$ cat config.mk
export PLATFORM = sky130hd
export DESIGN_NAME = serial_pattern_gen
export DESIGN_NICKNAME = d
export VERILOG_FILES = /design/src/rtl/serial_pattern_gen.sv
export SDC_FILE = /design/constraint.sdc
export NUM_CORES = 1
export LEC_CHECK = 0
export CAP_MARGIN = 20
export CORE_UTILIZATION = 50
export CTS_BUF_LIST = sky130_fd_sc_hd__clkbuf_4
export CTS_CLUSTER_SIZE = 14
export DETAILED_ROUTE_END_ITERATION = 10
export PLACE_DENSITY = 0.84
export SYNTH_ARGS = -nofsm -noshare
export SYNTH_HDL_FRONTEND = slang
export SYNTH_SLANG_ARGS = --single-unit
$ cat constraint.sdc
create_clock -name clk -period 1.8 [get_ports clk]
set_input_delay 0.36 -clock clk [delete_from_list [all_inputs] [get_ports clk]]
set_output_delay 0.36 -clock clk [all_outputs]
set_load 0.03 [all_outputs]
$ cat src/rtl/serial_pattern_gen.sv
// serial_pattern_gen: MSB-first serial word transmitter with zero gap and expected "10" count; optional auto-repeat via SERIAL_PATTERN_GEN_REPEAT_EN
module serial_pattern_gen #(
    parameter int WIDTH = 8,
    parameter int GAP_CYCLES = 2,
    localparam int CW = $clog2(WIDTH + 1)
) (
    input  logic             clk,
    input  logic             rst,
    input  logic [WIDTH-1:0] data_in,
    input  logic             load_valid,
    output logic             load_ready,
    input  logic             repeat_en,
    output logic             x,
    output logic             x_valid,
    output logic             busy,
    output logic             done,
    output logic [CW-1:0]    exp_cnt
);
    localparam int BW = $clog2(WIDTH);
    localparam logic [BW-1:0] BIT_LAST = BW'(WIDTH - 1);
    localparam logic [3:0] GAP_LAST = 4'(GAP_CYCLES - 1);

    typedef enum logic [1:0] {IDLE, SHIFT, GAP} state_t;

    state_t           state_q, state_d;
    logic [WIDTH-1:0] shift_q, shift_d;
    logic [BW-1:0]    bit_q, bit_d;
    logic [3:0]       gap_q, gap_d;
    logic             x_q, x_d, xv_q, xv_d, done_q, done_d;
    logic             ready_q, ready_d, busy_q, busy_d;
    logic [CW-1:0]    cnt_q, cnt_d;
    logic             restart;

`ifdef SERIAL_PATTERN_GEN_REPEAT_EN
    assign restart = repeat_en;
`else
    logic unused_repeat_en;
    assign unused_repeat_en = repeat_en;
    assign restart = 1'b0;
`endif

    // The shift register rotates, so after a full pass it holds the word again for a repeat.
    function automatic logic [WIDTH-1:0] rotl(input logic [WIDTH-1:0] w);
        rotl = {w[WIDTH-2:0], w[WIDTH-1]};
    endfunction

    // Interior falling edges plus the one formed by bit 0 against the first gap zero.
    function automatic logic [CW-1:0] count_10(input logic [WIDTH-1:0] w);
        count_10 = CW'(w[0]);
        for (int i = 0; i < WIDTH - 1; i++) count_10 += CW'(w[i+1] & ~w[i]);
    endfunction

    // Next-state and next-output computation; every output is registered from these.
    always_comb begin
        state_d = state_q;
        shift_d = shift_q;
        bit_d   = bit_q;
        gap_d   = gap_q;
        cnt_d   = cnt_q;
        x_d     = 1'b0;
        xv_d    = 1'b0;
        done_d  = 1'b0;
        case (state_q)
            IDLE: if (load_valid) begin
                state_d = SHIFT;
                shift_d = rotl(data_in);
                bit_d   = '0;
                cnt_d   = count_10(data_in);
                x_d     = data_in[WIDTH-1];
                xv_d    = 1'b1;
            end
            SHIFT: if (bit_q == BIT_LAST) begin
                state_d = GAP;
                gap_d   = '0;
                done_d  = GAP_LAST == 4'd0;
            end else begin
                bit_d   = bit_q + BW'(1);
                shift_d = rotl(shift_q);
                x_d     = shift_q[WIDTH-1];
                xv_d    = 1'b1;
            end
            GAP: if (gap_q == GAP_LAST) begin
                state_d = restart ? SHIFT : IDLE;
                shift_d = restart ? rotl(shift_q) : shift_q;
                bit_d   = '0;
                x_d     = restart & shift_q[WIDTH-1];
                xv_d    = restart;
            end else begin
                gap_d  = gap_q + 4'd1;
                done_d = gap_d == GAP_LAST;
            end
            default: state_d = IDLE;
        endcase
        ready_d = state_d == IDLE;
        busy_d  = state_d != IDLE;
    end

    // State and output registers; reset discards any word in flight immediately.
    always_ff @(posedge clk or negedge rst) begin
        if (!rst) begin
            state_q <= IDLE;
            shift_q <= '0;
            bit_q   <= '0;
            gap_q   <= '0;
            cnt_q   <= '0;
            x_q     <= 1'b0;
            xv_q    <= 1'b0;
            done_q  <= 1'b0;
            ready_q <= 1'b1;
            busy_q  <= 1'b0;
        end else begin
            state_q <= state_d;
            shift_q <= shift_d;
            bit_q   <= bit_d;
            gap_q   <= gap_d;
            cnt_q   <= cnt_d;
            x_q     <= x_d;
            xv_q    <= xv_d;
            done_q  <= done_d;
            ready_q <= ready_d;
            busy_q  <= busy_d;
        end
    end

    assign x          = x_q;
    assign x_valid    = xv_q;
    assign done       = done_q;
    assign load_ready = ready_q;
    assign busy       = busy_q;
    assign exp_cnt    = cnt_q;
endmodule

---- Yosys cells after proc, flatten, opt, wreduce, memory -nomap -nowiden ----
Cells that the tools add are included.
word-level totals
  bits of input ports ..................... 12
  flip-flop bits (word level) ............. 26
  output and inout bits ................... 9
  logic and storage cells ................. 75
operators by class
  add/subtract/negate cells ............... 9
  mux-type cells .......................... 22
  equality and inequality tests ........... 10
  bitwise operators ....................... 14
  reduce and logical (&&, ||, !) cells .... 10
operators by type and width
  cell                                                  number
  bitwise AND 1 x 4 -> 4 bit                            7
  NOT 1 -> 4 bit                                        7
  adder 4 bit                                           6
  2-to-1 mux 8 bit                                      2
  one-hot mux 8 bit (2 select lines)                    1
  inequality test 2 bit (second input constant)         5
  2-to-1 mux 3 bit                                      3
  one-hot mux 3 bit (3 select lines)                    1
  equality test 4 x 1 -> 1 bit (second input constant)  2
  2-to-1 mux 4 bit                                      2
  one-hot mux 4 bit (2 select lines)                    1
  2-to-1 mux 1 bit                                      6
  2-to-1 mux 2 bit                                      3
  one-hot mux 2 bit (3 select lines)                    1
  AND reduction 3 bit                                   2
  nonzero test 2 bit                                    3
  adder 1 x 4 -> 4 bit                                  1
  adder 4 x 1 -> 4 bit (second input constant)          1
  logical NOT 2 bit                                     2
  one-hot mux 1 bit (2 select lines)                    2
  AND reduction 4 bit                                   1
  adder 3 x 1 -> 3 bit (second input constant)          1
  equality test 3 bit (second input constant)           1
  nonzero test 3 bit                                    1
  3 further kinds                                       3

---- Logic depth before layout (Yosys ltp) ----
Gate-level depths: netlist (run 1).
  depth in word-level cells ............... 9
  depth in mapped cells ................... 11
  mapped depth without buffers ............ 11

---- Least setup slack after synthesis (run 1) ----
OpenSTA, ideal clock, no wires.
  kind .................................... input-to-reg
  from .................................... in data_in[0]
  to ...................................... reg cnt_q[2] (netlist: exp_cnt[2])
  data required time ...................... 1.717 ns
  path buffers ............................ 0
  stages .................................. 11
  library setup time ...................... 0.083 ns
  arrival ................................. 2.867 ns
  slack ................................... -1.149 ns
  path through ............................ or2_2 > ha_1 > inv_1 > fa_1 > inv_1 > fa_1 > ha_1 > inv_1 > fa_1 > xor2_1 > o21ai_0
between the ends
  word-level cells in the longest chain between the ends .. 9
RTL lines
  item                           line  text
  from (decl)                    9     input logic [WIDTH-1:0] data_in,
  NOT 1 -> 4 bit                 50    for (int i = 0; i < WIDTH - 1; i++) count_10 += CW'(w[i+1] & ~w[i]);
  bitwise AND 1 x 4 -> 4 bit     50
  adder 1 x 4 -> 4 bit (*)       50
  adder 4 bit (*) (6 in series)  50
  to (signal assigned)           116   cnt_q <= cnt_d;
  to (decl)                      31    logic [CW-1:0] cnt_q, cnt_d;
Mark *: on every way between the ends. The rest lies on a longest branch, timed or not.
A chain may end at the register's enable or synchronous reset.

---- Worst setup path after layout (run 1) ----
  from .................................... in data_in[1]
  to ...................................... reg cnt_q[1] (netlist: exp_cnt[1])
between the ends
  word-level cells in the longest chain between the ends .. 8
  elaborated cells between the ends (all ways) .. 10
  classes of those cells .................. add/sub (7); bitwise (3)
RTL lines
  item                                                                line
  bitwise AND 1 x 4 -> 4 bit or NOT 1 -> 4 bit (tied branches)        50
  adder 1 x 4 -> 4 bit or bitwise AND 1 x 4 -> 4 bit (tied branches)  50
  adder 4 bit (*) (6 in series)                                       50
Marked as above.

==> out/qor.csv, run 1 <==
metric,value,unit
synth_top_area_share,43.10,%
ys_async_sr_fraction,100.0,%
path_class,in2reg,
crit_path_max_incr_delay,0.56,ns
drive_gt1_share,34.76,%
setup_viol,4,
drv_cap,0,
mostFrequentLayoutCell,dfrtp_1,
synthCells,127,
grt_setup_unrepaired,true,
p_leak,0.8709,nW
hp-class,in2async,
chipHeight,55.88,µm
slew_viol_final,0,
io_buffer_count,19,
synthTopCellsByArea,"dfrtp_1, mux2_2, ha_1",
ctsHoldBuffers,0,
area_growth,28.36,%
numCtsBuffers,3,
outcome,"finished, violations left",
cp.arrival,2.87,ns
synth_warnings,0,
grt_usage,19.46,%
ys.flop_type,dfrtp_1,
synthesis.nets,151,
grt_pass1_vias,1090,
avgSynthCellArea,11.43,µm²
synth_cell_type_count,36,
ys_ff_latch,26,
gp_congestion,0.7967,
initial_utilization,52.63,%
p_total,2.678,mW
fp.dieW,55.88,µm
vias_per_cell,5.467,
cts_sinks,26,
fin_cells,195,
diodes,0,
dr.first_iter.drc_count,29,
post-route-drc-count,0,
cts_buffer_depth,2,
ioPinCount,21,
vias,1066,
vdd_drop_max,1.015,mV
required,2.04,ns
wl,2749,µm
path_cells,"buf_8, or2_4, ha_4, inv_2, fa_1, inv_2, fa_2, ha_4, inv_2, fa_2, o21ai_2",
violations,setup timing,
fin_skew,0.001241,ns
synth_top_area_cell,dfrtp_1,
antenna_found_initial,0,
max_slew.worst_pin.slew,0.3336,ns
path_common_cell,inv_2,
min_period,2.624,ns
fin_crit_sh,145.8,%
crit_slowest_cell,fa_1,
hold_ws,0.3659,ns
rows,19,
ys_seq_area_share,44.91,%
grt_pass1_wl,4740,µm
max_freq,381.1,MHz
crit_path_max_fanout,2,
setup_ws,-0.8241,ns
final_cell_mix,"dfrtp_1, buf_4, mux2_2",
place_inst,185,
slew_headroom,77.71,%
clkSlewWorstSetupHoldPaths,0.14,ns
grt_overflow,0,
htreeDepth,1,
post_synth_instance_area,0.001451,mm²
wl_per_cell,14.10,µm
critPathLaunchType,input pin,
hold_viol,0,
firstDrtPassIters,6,
fin_nets,189,
tritoncts,yes,
root_buffer,clkbuf_4,
clk_latency,0.33,ns
grt_max_degree,27,
dp_hpwl,2078,µm
pre_cts_ws,-1.508,ns
die-area,0.003122,mm²
power.density,1437,mW/mm²
cp-end-kind,flop,
synth-edff-count,0,
coreArea,0.002758,mm²
antenna_left,0,
-- sequential cells by signal (all words and copies together) (netlist names) --
register / cells
x_valid: 1
shift_q: 8
x: 1
gap_q: 4
bit_q: 3
load_ready: 1
exp_cnt: 4
done: 1
busy: 1
state_q: 2
-- synthesized netlist by cell type (all sizes together), types with 2 or more instances --
master  number
nor2         3
ha           9
nand2        8
inv         11
mux2        15
fa           3
a32o         2
a21o         2
a21oi        4
nor3         2
o21ai        5
xor2         2
nor2b        5
buf          4
dfrtp       25
nand2b       5
nand3        3
or3b         2
nand3b       3
-- final cells by class --
class / count / area (µm²)
multi-input combinational: 85 / 773.2
timing repair buffer: 38 / 329.1
fill: 199 / 894.6
inverter: 11 / 43.79
tap: 31 / 38.79
sequential: 26 / 651.9
clock buffer: 3 / 22.52
clock inverter: 1 / 3.754
-- routing by layer --
| layer | global-route usage (%) | vias up | share of wire, % |
|---|---|---|---|
| li1 | - | 509 | - |
| met1 | 24.00 | 524 | 45 |
| met2 | 33.39 | 24 | 50 |
| met3 | 3.721 | 9 | 2.7 |
| met4 | 8.362 | 0 | 3.0 |
| met5 | 0 | - | 0 |
-- cells by family after synthesis --
group	synth area share (%)
xor gates and xnor gates	1.811
and+or+nand+nor	14.05
DFF	44.91
AOI/OAI and AO/OA	8.362
muxes	12.59
buffers and inverters	6.379
adders and majority gates	11.90
-- what timing repair did --
| item | in CTS | in global routing |
|---|---|---|
| setup endpoints to repair | 11 | 11 |
| buffers inserted | 2 | 4 |
| pin swaps | 7 | 8 |
| resized for setup | 23 | 4 |
-- path summary, 6_finish.rpt --
kind | from | slack [ns] | end | cells after the start
hold / removal | rst | 0.37 | done | 2
min in group clk | data_in[0] | 0.47 | shift_q[1] | 4
setup / recovery | data_in[1] | -0.82 | exp_cnt[1] | 11
hold reg to reg | shift_q[0] | 0.50 | shift_q[0] | 1
setup reg to reg | bit_q[0] | 0.04 | shift_q[5] | 6
max in group asynchronous | rst | 1.14 | load_ready | 2
-- per-stage QoR --
step	util, %	TNS, ns	instance area [µm²]
floorplan	-	-3.205	1481
global placement	63.79	-5.161	1759
detailed placement	63.79	-5.494	1759
CTS	65.97	-2.807	1819
global route	67.56	-3.006	1863
finish	67.56	-2.694	1863
-- power by group --
part	internal [mW]	switching (mW)
Combinational	0.783	0.673
Sequential	0.832	0.125
Clock	0.0817	0.183
Total	1.70	0.981
-- critical path, delay by kind of cell --
kind | cells | cell delay (ns)
buf+inv | 4 | 0.20
fa+ha+maj | 5 | 2.00
simple gates | 1 | 0.24
compound gates | 1 | 0.05
(Power assumes the default switching activity.)
==> run 2, diff against run 1 <==
--- a/config.mk
+++ b/config.mk
@@ -5,7 +5,7 @@
 export SDC_FILE = /design/constraint.sdc
 export NUM_CORES = 1
 export LEC_CHECK = 0
-export CAP_MARGIN = 20
+export CAP_MARGIN = 15
 export CORE_UTILIZATION = 50
 export CTS_BUF_LIST = sky130_fd_sc_hd__clkbuf_4
 export CTS_CLUSTER_SIZE = 14
==> results of run 2 <==
No change in the layout: final DEF, timing and power equal those of run 1.
==> run 3, diff against run 2 <==
--- a/config.mk
+++ b/config.mk
@@ -6,7 +6,9 @@
 export NUM_CORES = 1
 export LEC_CHECK = 0
 export CAP_MARGIN = 15
-export CORE_UTILIZATION = 50
+export CELL_PAD_IN_SITES_DETAIL_PLACEMENT = 1
+export CELL_PAD_IN_SITES_GLOBAL_PLACEMENT = 2
+export CORE_UTILIZATION = 33
 export CTS_BUF_LIST = sky130_fd_sc_hd__clkbuf_4
 export CTS_CLUSTER_SIZE = 14
 export DETAILED_ROUTE_END_ITERATION = 10
==> run 3 against run 2 <==
Compared with the run above:
- the flow still finishes with violations (setup timing)
- combinational power rose by 8%
- fmax up 0.34%
- count of clock-buffer cells in the layout up 1
- global-route usage shrank 4.2 points
- critical path depth unchanged
- non-clock buffer count down 1
- utilization decreased by 21 points
- wire length is 18% higher
- die area rose by 50%
- first-iteration DRC count up 110%
- largest cell class unchanged
- highest routed layer unchanged
==> out/qor.csv, run 3 (synthesis gave the netlist of run 1 again) <==
metric,value,unit
outcome,"finished, violations left",
violations,setup timing,
clk_latency,0.32,ns
chipHeight,68.32,µm
fill_cells,454,
htreeDepth,1,
crit_slowest_cell,fa_1,
coreArea,0.004115,mm²
numCtsBuffers,3,
drive_gt1_share,34.36,%
grt_usage,15.31,%
final_cell_mix,"dfrtp_1, buf_4, clkdlybuf4s50_1",
clkSlewWorstSetupHoldPaths,0.14,ns
grt_max_degree,27,
fin_skew,0.005751,ns
rows,23,
vias_per_cell,4.850,
p_leak,0.9496,nW
diodes,0,
max_freq,382.4,MHz
firstDrtPassIters,2,
root_buffer,clkbuf_4,
tritoncts,yes,
startpoint,data_in[0],
cts_buffer_depth,2,
area_growth,32.93,%
dp_hpwl,2498,µm
grt_pass1_wl,5092,µm
cts_sinks,26,
fin_crit_sh,145.3,%
crit_path_max_incr_delay,0.53,ns
path_common_cell,inv_2,
io_buffer_count,19,
p_total,2.828,mW
finish.utilization,46.88,%
endpoint,exp_cnt[1],
power.density,1466,mW/mm²
antenna_left,0,
vias,1033,
grt_setup_unrepaired,true,
grt_pass1_vias,1083,
hp-class,in2async,
vdd_drop_max,0.4769,mV
crit_path_max_fanout,2,
post-route-drc-count,0,
setup_viol,4,
fp.dieW,68.32,µm
fin_nets,188,
hold_viol,0,
cp.arrival,2.84,ns
slew_headroom,75.29,%
grt_overflow,0,
dr.first_iter.drc_count,60,
initial_utilization,35.27,%
r2r-start,bit_q[1],
drv_cap,0,
max_slew.worst_pin.slew,0.3698,ns
antenna_found_initial,0,
largest_reg_flops,8,
min_period,2.615,ns
setup_ws,-0.8151,ns
regMostFlops,shift_q,
reg2reg_depth,6,
path_class,in2reg,
rrSetupSlack,0.08,ns
reg2reg_to,shift_q[6],
critPathLaunchType,input pin,
mostFrequentLayoutCell,dfrtp_1,
wl_per_cell,15.19,µm
slew_viol_final,0,
required,2.03,ns
wl,3236,µm
die-area,0.004668,mm²
gp_congestion,0.7365,
cp-end-kind,flop,
path_cells,"buf_6, or2_4, ha_4, inv_2, fa_1, inv_2, fa_1, ha_4, inv_2, fa_2, o21ai_2",
ioPinCount,21,
[run 3: area by class of cell]
type	instances	area [µm²]	area share [%]
Clock buffer	4	30.03	1.556
Inverter	11	46.29	2.399
Multi-Input combinational cell	85	800.8	41.50
Sequential cell	26	651.9	33.79
Tap cell	50	62.56	3.243
Timing Repair Buffer	37	337.8	17.51
[run 3: layer usage]
layer,routed length [µm],GRT usage (%),part of all wire [%],vias up
met5,0,0,0,-
met4,27,5.469,0.83,0
met3,64,3.000,2.0,2
met2,1684,26.59,52,10
met1,1459,18.56,45,518
li1,-,-,-,503
[run 3: worst min path at each step]
stage            endpoint       start  slack, ns  depth (start not counted)
6_report         gap_q[2]         rst       0.40                          2
3_5_place_dp   shift_q[0]  shift_q[0]       0.48                          1
5_1_grt        shift_q[1]  data_in[0]       0.39                          3
3_3_place_gp   exp_cnt[2]  exp_cnt[2]       0.47                          2
4_1_cts        shift_q[1]  data_in[0]       0.40                          3
2_1_floorplan    bit_q[0]         rst       0.06                          0
[run 3: where the power goes]
part           switching, mW  leakage [nW]  internal (mW)
clock                  0.173        0.0184          0.102
combinational          0.714         0.613          0.860
sequential             0.146         0.318          0.832
[run 3: timing repair]
item / in CTS / in global routing
setup endpoints to repair: 12 / 15
buffers inserted: 3 / 2
endpoints found under the hold margin: 0 / 0
resized for setup: 22 / 16
hold buffers: 0 / 0
pin swaps: 7 / 6
cloned: 0 / 0
[run 3: critical path, delay by kind of cell]
family | cells | cell delay [ns]
buffers and inverters | 4 | 0.20
AO/OA/AOI/OAI | 1 | 0.06
adder cells (fa/ha/maj) | 5 | 1.98
AND/OR/NAND/NOR | 1 | 0.25
[run 3: metrics by stage]
stage / setup slack, ns / hold slack [ns] / setup TNS (ns) / area [µm²] / instances
detailed placement: -1.502 / 0.4794 / -5.474 / 1783 / 204
global placement: -1.394 / 0.4738 / -5.088 / 1783 / 204
CTS: -0.8785 / 0.4000 / -3.006 / 1857 / 211
floorplan: -0.9311 / 0.06441 / -3.205 / 1481 / 127
finish: -0.8151 / 0.4002 / -2.911 / 1929 / 213
global route: -0.8329 / 0.3908 / -2.989 / 1929 / 213
